--- src/rtl/max_issue.sv ---
`default_nettype none
// ============================================================================
// Module      : max_issue
// Description : In-order issue queue ahead of max_decode. MAX ops are issued as
//               a registered one-cycle pulse, gated by a destination scoreboard;
//               all other opcodes leave through a valid/ready aux port.
//               Optional counters are built when MAX_ISSUE_STATS_EN is defined.
// Revision    : 1.0 - initial release
// ============================================================================
module max_issue #(
    parameter int          DEPTH   = 8,
    parameter logic [3:0]  MAX_OP  = 4'h3,
    parameter int          MAX_LAT = 2
) (
    input  logic        clk,
    input  logic        rst_n,
    input  logic        flush_i,
    input  logic        in_valid_i,
    output logic        in_ready_o,
    input  logic [15:0] in_inst_i,
    output logic        max_en_o,
    output logic [11:0] max_inst_o,
    output logic        aux_valid_o,
    input  logic        aux_ready_i,
    output logic [15:0] aux_inst_o,
`ifdef MAX_ISSUE_STATS_EN
    output logic [15:0] stat_issued_o,
    output logic [15:0] stat_stall_o,
`endif
    output logic        busy_o
);

    localparam int PTR_W = (DEPTH > 1) ? $clog2(DEPTH) : 1;
    localparam int CNT_W = PTR_W + 1;

    logic [15:0]      mem_q [DEPTH];
    logic [PTR_W-1:0] rd_ptr_q, rd_ptr_d;
    logic [PTR_W-1:0] wr_ptr_q, wr_ptr_d;
    logic [CNT_W-1:0] count_q, count_d;

    logic [MAX_LAT-1:0] sb_v_q;
    logic [3:0]         sb_dst_q [MAX_LAT];

    logic        max_en_q;
    logic [11:0] max_inst_q;

    logic [15:0] head;
    logic        empty;
    logic        full;
    logic        head_is_max;
    logic        hazard;
    logic        push;
    logic        max_pop;
    logic        aux_pop;
    logic        pop;

    assign head  = mem_q[rd_ptr_q];
    assign empty = (count_q == '0);
    assign full  = (count_q == CNT_W'(DEPTH));

    assign head_is_max = !empty && (head[15:12] == MAX_OP);

    // A register is pending while any live scoreboard stage names it.
    always_comb begin
        hazard = 1'b0;
        for (int i = 0; i < MAX_LAT; i++) begin
            if (sb_v_q[i] && ((sb_dst_q[i] == head[11:8]) ||
                              (sb_dst_q[i] == head[7:4])  ||
                              (sb_dst_q[i] == head[3:0]))) begin
                hazard = 1'b1;
            end
        end
    end

    assign in_ready_o  = !full;
    assign push        = in_valid_i && !full && !flush_i;
    assign max_pop     = head_is_max && !hazard && !flush_i;
    // Valid is withdrawn during flush so an aux handshake never reports a
    // transfer that the flush is about to discard.
    assign aux_valid_o = !empty && !head_is_max && !flush_i;
    assign aux_inst_o  = head;
    assign aux_pop     = aux_valid_o && aux_ready_i;
    assign pop         = max_pop || aux_pop;

    always_comb begin
        rd_ptr_d = rd_ptr_q;
        wr_ptr_d = wr_ptr_q;
        count_d  = count_q;
        if (flush_i) begin
            rd_ptr_d = wr_ptr_q;
            count_d  = '0;
        end else begin
            if (push) wr_ptr_d = wr_ptr_q + 1'b1;
            if (pop)  rd_ptr_d = rd_ptr_q + 1'b1;
            case ({push, pop})
                2'b10:   count_d = count_q + 1'b1;
                2'b01:   count_d = count_q - 1'b1;
                default: count_d = count_q;
            endcase
        end
    end

    always_ff @(posedge clk) begin
        if (push) mem_q[wr_ptr_q] <= in_inst_i;
    end

    always_ff @(posedge clk or negedge rst_n) begin
        if (!rst_n) begin
            rd_ptr_q   <= '0;
            wr_ptr_q   <= '0;
            count_q    <= '0;
            max_en_q   <= 1'b0;
            max_inst_q <= '0;
            sb_v_q     <= '0;
            for (int i = 0; i < MAX_LAT; i++) sb_dst_q[i] <= '0;
        end else begin
            rd_ptr_q <= rd_ptr_d;
            wr_ptr_q <= wr_ptr_d;
            count_q  <= count_d;
            max_en_q <= max_pop;
            if (max_pop) max_inst_q <= head[11:0];
            for (int i = MAX_LAT - 1; i > 0; i--) begin
                sb_v_q[i]   <= sb_v_q[i-1];
                sb_dst_q[i] <= sb_dst_q[i-1];
            end
            sb_v_q[0]   <= max_pop;
            sb_dst_q[0] <= head[3:0];
        end
    end

    assign max_en_o   = max_en_q;
    assign max_inst_o = max_inst_q;
    assign busy_o     = !empty || (|sb_v_q);

`ifdef MAX_ISSUE_STATS_EN
    logic [15:0] stat_issued_q;
    logic [15:0] stat_stall_q;

    always_ff @(posedge clk or negedge rst_n) begin
        if (!rst_n) begin
            stat_issued_q <= '0;
            stat_stall_q  <= '0;
        end else begin
            if (max_pop && (stat_issued_q != 16'hFFFF))
                stat_issued_q <= stat_issued_q + 16'd1;
            if (head_is_max && hazard && (stat_stall_q != 16'hFFFF))
                stat_stall_q <= stat_stall_q + 16'd1;
        end
    end

    assign stat_issued_o = stat_issued_q;
    assign stat_stall_o  = stat_stall_q;
`endif

endmodule
`default_nettype wire

--- config.mk ---
export PLATFORM = sky130hd
export DESIGN_NAME = max_issue
export DESIGN_NICKNAME = d
export VERILOG_FILES = /design/src/rtl/max_issue.sv
export SDC_FILE = /design/constraint.sdc
export NUM_CORES = 1
export LEC_CHECK = 0
export BUFFER_PORTS_ARGS = -buffer_cell sky130_fd_sc_hd__buf_2
export CAP_MARGIN = 20
export CORE_MARGIN = 2
export CORE_UTILIZATION = 50
export CTS_CLUSTER_DIAMETER = 120
export DETAILED_ROUTE_END_ITERATION = 6
export GPL_ROUTABILITY_DRIVEN = 1
export GPL_TIMING_DRIVEN = 0
export PLACE_DENSITY = 0.7
export SYNTH_ARGS = -nofsm -noshare
export SYNTH_HDL_FRONTEND = slang
export SYNTH_SLANG_ARGS = --single-unit
--- constraint.sdc ---
create_clock -name clk -period 7.8 [get_ports clk]
set_input_delay 0 -clock clk [delete_from_list [all_inputs] [get_ports clk]]
set_output_delay 0 -clock clk [all_outputs]
set_load 0.05 [all_outputs]
# Word level (Yosys, flattened, before mapping)
# Memory sizes are Yosys's and may differ from the RTL's.
# Cells that the tools add are included.
[totals] regBits=33 latch_bits=0 ram_bits=128 romBits=0 input_bits=21 out_inout_bits=32 elab_cells=58 mem_count=1
[classes] add_sub_neg=4 n_mul=0 div_mod_pow=0 magnitude_cmp=0 n_eq_ne=10 shifts=0 n_mux=8 n_bitwise=1 n_reduce_logical=26
[mem_list] memory="mem_q" depth=8 width=16 rd=1 rd_ports_with_merged_regs=0 write_ports=1 line="36" rtl="logic [15:0] mem_q [DEPTH];"
[ops] op="4-bit == test" count=6
[ops] op="1-bit logical AND" count=10
[ops] op="4-bit one-hot mux with 2 select lines" count=1
[ops] op="3-bit by 1-bit adder with 3-bit output, second input constant" count=2
[ops] op="1-bit logical OR" count=6
[ops] op="3-bit 2-to-1 mux" count=2
[ops] op="1-bit logical NOT" count=5
[ops] op="4-bit by 1-bit adder with 4-bit output, second input constant" count=1
[ops] op="4-bit by 2-bit == test with 1-bit output, second input constant" count=1
[ops] op="4-bit == test, second input constant" count=1
[ops] op="4-bit logical NOT" count=1
[ops] op="1-bit 2-to-1 mux" count=4
[ops] op="4-bit 2-to-1 mux" count=1
[ops] op="4-bit by 1-bit subtractor with 4-bit output, second input constant" count=1
[ops] op="3-bit nonzero test" count=1
[ops] op="2-bit by 1-bit == test with 1-bit output, second input constant" count=1
[ops] op="2-bit == test, second input constant" count=1
[ops] op="2-bit AND reduction" count=1
[ops] op="2-bit nonzero test" count=1
[ops] op="2-bit OR reduction" count=1
[ops] op="1-bit NOT" count=1

# Longest topological paths before layout
# An unclocked memory read counts as a cell.
[logic_depth] word_depth=14 depth_mapped=17 mapped_depth_nobuf=14

# Least setup slack after synthesis
# Ideal clock, no wire load.
[synth_timing] kind="reg-to-reg" from="reg rd_ptr_q[0]" to="reg count_q[3]" setup_time_ns=0.123 t_arrival_ns=3.783 required_time_ns=7.677 path_slack_ns=3.894 stages_incl_launch_ff=17 path_buffers=3 synth_period_minus_slack_ns=3.906 path_cell_list="dfrtp_1 -> buf_6 -> buf_8 -> buf_6 -> mux4_2 -> mux2i_1 -> o41a_1 -> nand2_2 -> o311ai_1 -> nand3_1 -> nor2_1 -> ha_1 -> a21o_1 -> a21oi_1 -> a21oi_1 -> o21bai_1 -> nand2_1"
[synth_between] elab_cells_between_ends=30 cone_classes="9 x eq/ne; 4 x mux; 16 x reduce/logical; 1 x memory"
[synth_rtl] element="start, declared" line="37" rtl="logic [PTR_W-1:0] rd_ptr_q, rd_ptr_d;"
[synth_rtl] element="start signal, assigned" line="117" rtl="rd_ptr_q <= rd_ptr_d;"
[synth_rtl] element="memory 8 x 16 bit (*)"
[synth_rtl] element="4-bit by 2-bit == test with 1-bit output (*)" line="61" rtl="assign head_is_max = !empty && (head[15:12] == MAX_OP);"
[synth_rtl] element="1-bit logical AND (*)" line="61"
[synth_rtl] element="1-bit logical NOT (*)" line="80" rtl="assign aux_valid_o = !empty && !head_is_max && !flush_i;"
[synth_rtl] element="1-bit logical AND (*) (2 in a row)" line="80"
[synth_rtl] element="via aux_valid_o" line="23" rtl="output logic aux_valid_o,"
[synth_rtl] element="1-bit logical AND (*)" line="82" rtl="assign aux_pop = aux_valid_o && aux_ready_i;"
[synth_rtl] element="1-bit logical OR (*)" line="83" rtl="assign pop = max_pop || aux_pop;"
[synth_rtl] element="2-bit by 1-bit == test with 1-bit output / 2-bit == test (equally long branches)" line="95" rtl="case ({push, pop})"
[synth_rtl] element="4-bit one-hot mux with 2 select lines" line="95"
[synth_rtl] element="4-bit 2-to-1 mux" line="89" rtl="if (flush_i) begin"
[synth_rtl] element="end signal, assigned" line="119" rtl="count_q <= count_d;"
[synth_rtl] element="end, declared" line="39" rtl="logic [CNT_W-1:0] count_q, count_d;"
# The timed path passes the listed nets; every way through them passes the cells marked *.
# A chain may end at the register's enable or synchronous reset.

# Worst setup path after layout
[layout_timing] from="reg rd_ptr_q[1]" to="reg count_q[3]"
[layout_between] elab_chain_len=14 elab_cells_between_ends=30 cone_classes="9 x eq/ne; 4 x mux; 16 x reduce/logical; 1 x memory"
[layout_lines] element="memory 8 x 16 bit (*)"
[layout_lines] element="4-bit == test (on tied branches)" line="67, 68"
[layout_lines] element="1-bit logical OR" line="67" rtl="if (sb_v_q[i] && ((sb_dst_q[i] == head[11:8]) ||"
[layout_lines] element="1-bit logical OR" line="68" rtl="(sb_dst_q[i] == head[7:4]) ||"
[layout_lines] element="1-bit logical AND" line="67"
[layout_lines] element="1-bit 2-to-1 mux (2 in a row)" line="67"
[layout_lines] element="1-bit logical NOT" line="77" rtl="assign max_pop = head_is_max && !hazard && !flush_i;"
[layout_lines] element="1-bit logical AND (2 in a row)" line="77"
[layout_lines] element="1-bit logical OR (*)" line="83"
[layout_lines] element="2-bit by 1-bit == test with 1-bit output / 2-bit == test (equally long branches)" line="95"
[layout_lines] element="4-bit one-hot mux with 2 select lines" line="95"
[layout_lines] element="4-bit 2-to-1 mux" line="89"
# Every way passes the cells marked *; elsewhere a longest branch is shown, timed or not.

==> summary.md <==
| Metric | Value |
|---|---|
| Clk Latency, worst-skew pair | 0.42 ns |
| 1st-pass router iterations | 4 |
| Drt total wl | 12.8 mm |
| ANT cells | 0 |
| Peak supply drop | 0.184 mV |
| Setup-failing EPs final | 0 |
| Mapped Area | 6620 µm² |
| Drt drc | 0 |
| M1 GR Usage | 0.265 |
| Slew Limit Headroom | 0.356 |
| Worst-margin pin slew | 0.961 ns |
| R2R depth | 14 |
| Place WS | 3.47 ns |
| Clock power frac | 0.255 |
| Pwr Density | 416 nW/µm² |
| Period utilization | 0.558 |
| GRT Overall Usage | 0.196 |
| Die width | 119 µm |
| CP startpoint kind | flip-flop |
| Setup slack, reg-to-reg | 3.45 ns |
| Synth unique cells | 41 |
| H-tree depth | 4 |
| Worst Setup EP | count_q[3] |
| Max_cap viols | 0 |
| Root buffer cell | clkbuf_16 |
| Drt via density | 5.43 |
| Largest net degree at the start of global routing | 33 |
| Max stage delay on crit path | 0.52 ns |
| Worst Skew | 0.0119 ns |
| CTS Sinks | 160 |
| Unrepaired setup endpoints after global routing | false |
| Final Max Slew Viols | 0 |
| Outcome | complete, no violations |
| Worst Setup Path Type | reg -> reg |
| Gate power share | 0.406 |
| FF-to-FF End | count_q[3] |
| CTS Buf Count | 17 |
| Mapped Nets | 398 |
| CTS tree | yes |
| Vias in the first global route | 3637 |
| Synth Register Bits | 160 |
| Setup WS post-layout | 3.45 ns |
| Largest delay share family, worst path | compound AO/OA/AOI/OAI gates |
| Crit path capture type | flip-flop |
| CP Depth | 14 |
| Most frequent CP cell | a21oi_1 |
| Top Usage Layer GRT | met2 |
| Crit Path Max Fanout | 10 |
| Tmin final | 4.35 ns |
| Final TNS setup | 0 ns |
| Overall Power | 3.35 mW |
| Fin util | 0.615 |
| GRT overflow | 0 |
| Global-route wire length before repair | 20.2 mm |
| Slowest stage cell, crit path | mux4_2 |
| Layout Cells excl Fill | 658 |
| Seq/Total Area, Yosys | 0.702 |
| Post-synth EDFFs | 128 |
| Ys Warns | 0 |
| Met3 Track Usage GR | 0.0431 |
| CTS clk-pin slew, worst paths | 0.06 ns |
| Total die area | 14200 µm² |
| Post-synthesis area per instance | 17.8 µm² |
| Sequential power share | 0.339 |
| Switching share of power | 0.381 |
| Hold Path Class | in -> reg |
| Total core area | 13100 µm² |
| Nets | 495 |
| Arr. time, crit path | 4.65 ns |
| Io pins | 53 |
| Ys async rst share | 0.200 |
| Reg-to-Reg Start | rd_ptr_q[1] |
| Routability cong. | 0.825 |
| Synthesized instance count | 372 |
| Worst EP required | 8.10 ns |
| # port buffers | 52 |
| Final hold slack | 0.0725 ns |
| Final hold violation count | 0 |
| Fmax | 230 MHz |
| Initial antenna violation count | 0 |
| Vias | 3573 |
| Placed Instance Area | 7250 µm² |
| Met2 Track Usage GR | 0.309 |
| Int Pwr | 2.07 mW |
| Maximum root-to-sink buffer count | 2 |
| Final Cell Area | 8050 µm² |
| Layout cell share with drive strength beyond 1 | 0.313 |
| First DRT Iteration DRCs | 241 |
| Synth-to-layout area growth | 21.6% |
| Critical path startpoint | rd_ptr_q[1] |
| Ys flop type | edfxtp_1 |
| Post-route ant nets | 0 |
| Die H | 119 µm |
| Initial Utilization | 0.506 |
| Placed instance count | 608 |
| Critical path buffers and inverters | 1 |
| Post-DP HPWL | 8.50 mm |
| Leakage power | 2.94 nW |
| Wire per inst | 19.4 µm |
| Setup Buffers After CTS | 0 |
| Psw | 1.27 mW |
| Worst path cell trace | buf_6, mux4_2, mux2i_1, xnor2_1, nor4_2, o311ai_1, nand3_1, nor2_1, ha_1, a21o_1, a21oi_1, a21oi_1, o21bai_1, nand2_1 |
| Row count | 42 |
-- cell usage after synthesis (2+ instances only) --
master,instances,area (µm²)
a21oi_1,5,25.0
a311oi_1,2,17.5
and2_1,2,12.5
buf_2,4,20.0
buf_4,2,15.0
buf_6,3,33.8
clkbuf_1,2,7.51
dfrtp_1,32,801
edfxtp_1,128,3840
ha_1,4,50.1
inv_1,15,56.3
mux2_2,4,45.0
mux2i_1,7,70.1
mux2i_2,7,96.3
mux4_1,6,158
mux4_2,26,586
nand2_1,26,97.6
nand2b_1,4,25.0
nand3_1,3,15.0
nand4_1,2,12.5
nor2_1,13,48.8
nor3_1,4,20.0
nor4_1,6,37.5
nor4_2,3,37.5
o21ai_0,20,100
or3_1,2,12.5
xnor2_1,25,219
xor2_1,2,17.5
-- worst min path at each step --
| stage | startpoint | end | slack, ns | cells past startpoint |
|---|---|---|---|---|
| 2_1_floorplan | rst_n | count_q[0] | -0.30 | 0 |
| 3_3_place_gp | rst_n | count_q[2] | 0.08 | 1 |
| 3_5_place_dp | rst_n | count_q[2] | 0.1 | 1 |
| 4_1_cts | in_valid_i | wr_ptr_q[0] | 0.04 | 4 |
| 5_1_grt | in_valid_i | wr_ptr_q[0] | 0.11 | 4 |
| 6_report | in_valid_i | wr_ptr_q[0] | 0.07 | 4 |
-- cell type report --
cell class                 count  area [µm²]
fill                         938        5040
clock inverter                15         193
clock buffer                  17         425
inverter                      15        56.3
tap                          176         220
timing repair buffer          78         566
buffer                        12        91.3
sequential                   160        4640
multi-input combinational    185        1850
-- placed cells by master, fill, tap and decap left out, types with 6 or more instances in the layout --
cell           netlist  layout
mux4_2              26      26
mux2i_1              7       7
xnor2_1             25      25
dfrtp_1             32      32
edfxtp_1           128     128
nor2_2               0       6
mux2i_2              7       7
buf_2                4      56
inv_1               15      15
nor4_1               6       6
dlygate4sd3_1        0      18
o21ai_0             20      20
clkbuf_16            0      17
buf_8                1       6
nand2_1             26      26
nor2_1              13       7
mux4_1               6       6
-- cells by family (layout without fill, tap and decap cells) --
| group | after synthesis | after routing | share of synthesized area |
|---|---|---|---|
| XOR/XNOR | 27 | 27 | 0.0357 |
| AND/OR/NAND/NOR | 67 | 67 | 0.0508 |
| buffers and inverters | 27 | 137 | 0.0223 |
| multiplexers | 51 | 51 | 0.148 |
| flip-flops | 160 | 160 | 0.702 |
| AO/OA/AOI/OAI | 35 | 35 | 0.0314 |
| adder cells (fa/ha/maj) | 5 | 5 | 0.0106 |
-- routing by layer --
metal  up-vias  share of wire
li1       1643              -
met4         0          0.017
met2       101           0.50
met5         -              0
met3        19          0.047
met1      1810           0.44
-- power by group through the flow --
stage	clock [mW]	combinational, mW	sequential, mW
global placement	0	1.33	1.14
finish	0.852	1.36	1.14
CTS	0.867	1.38	1.14
detailed placement	0	1.36	1.15
global route	0.904	1.45	1.15
floorplan	0	0.969	1.21
-- flip-flops by register name (all words and copies together), names as in the netlist --
signal / cells
mem_q: 128
max_inst_o: 12
sb_dst_q: 8
count_q: 4
rd_ptr_q: 3
wr_ptr_q: 3
sb_v_q: 2
-- timing repair --
item | 4_1_cts | 5_1_grt
hold buffers | 18 | 0
resized for setup | 0 | 0
endpoints found under the setup margin | 0 | 0
hold endpoints to repair | 161 | 0
-- worst min-delay path: stages --
cell and delay (ns):
buf_2 0.10, nand2_1 0.17, o21ai_0 0.11, nand2_1 0.07
Power figures use the tool's default switching activity.
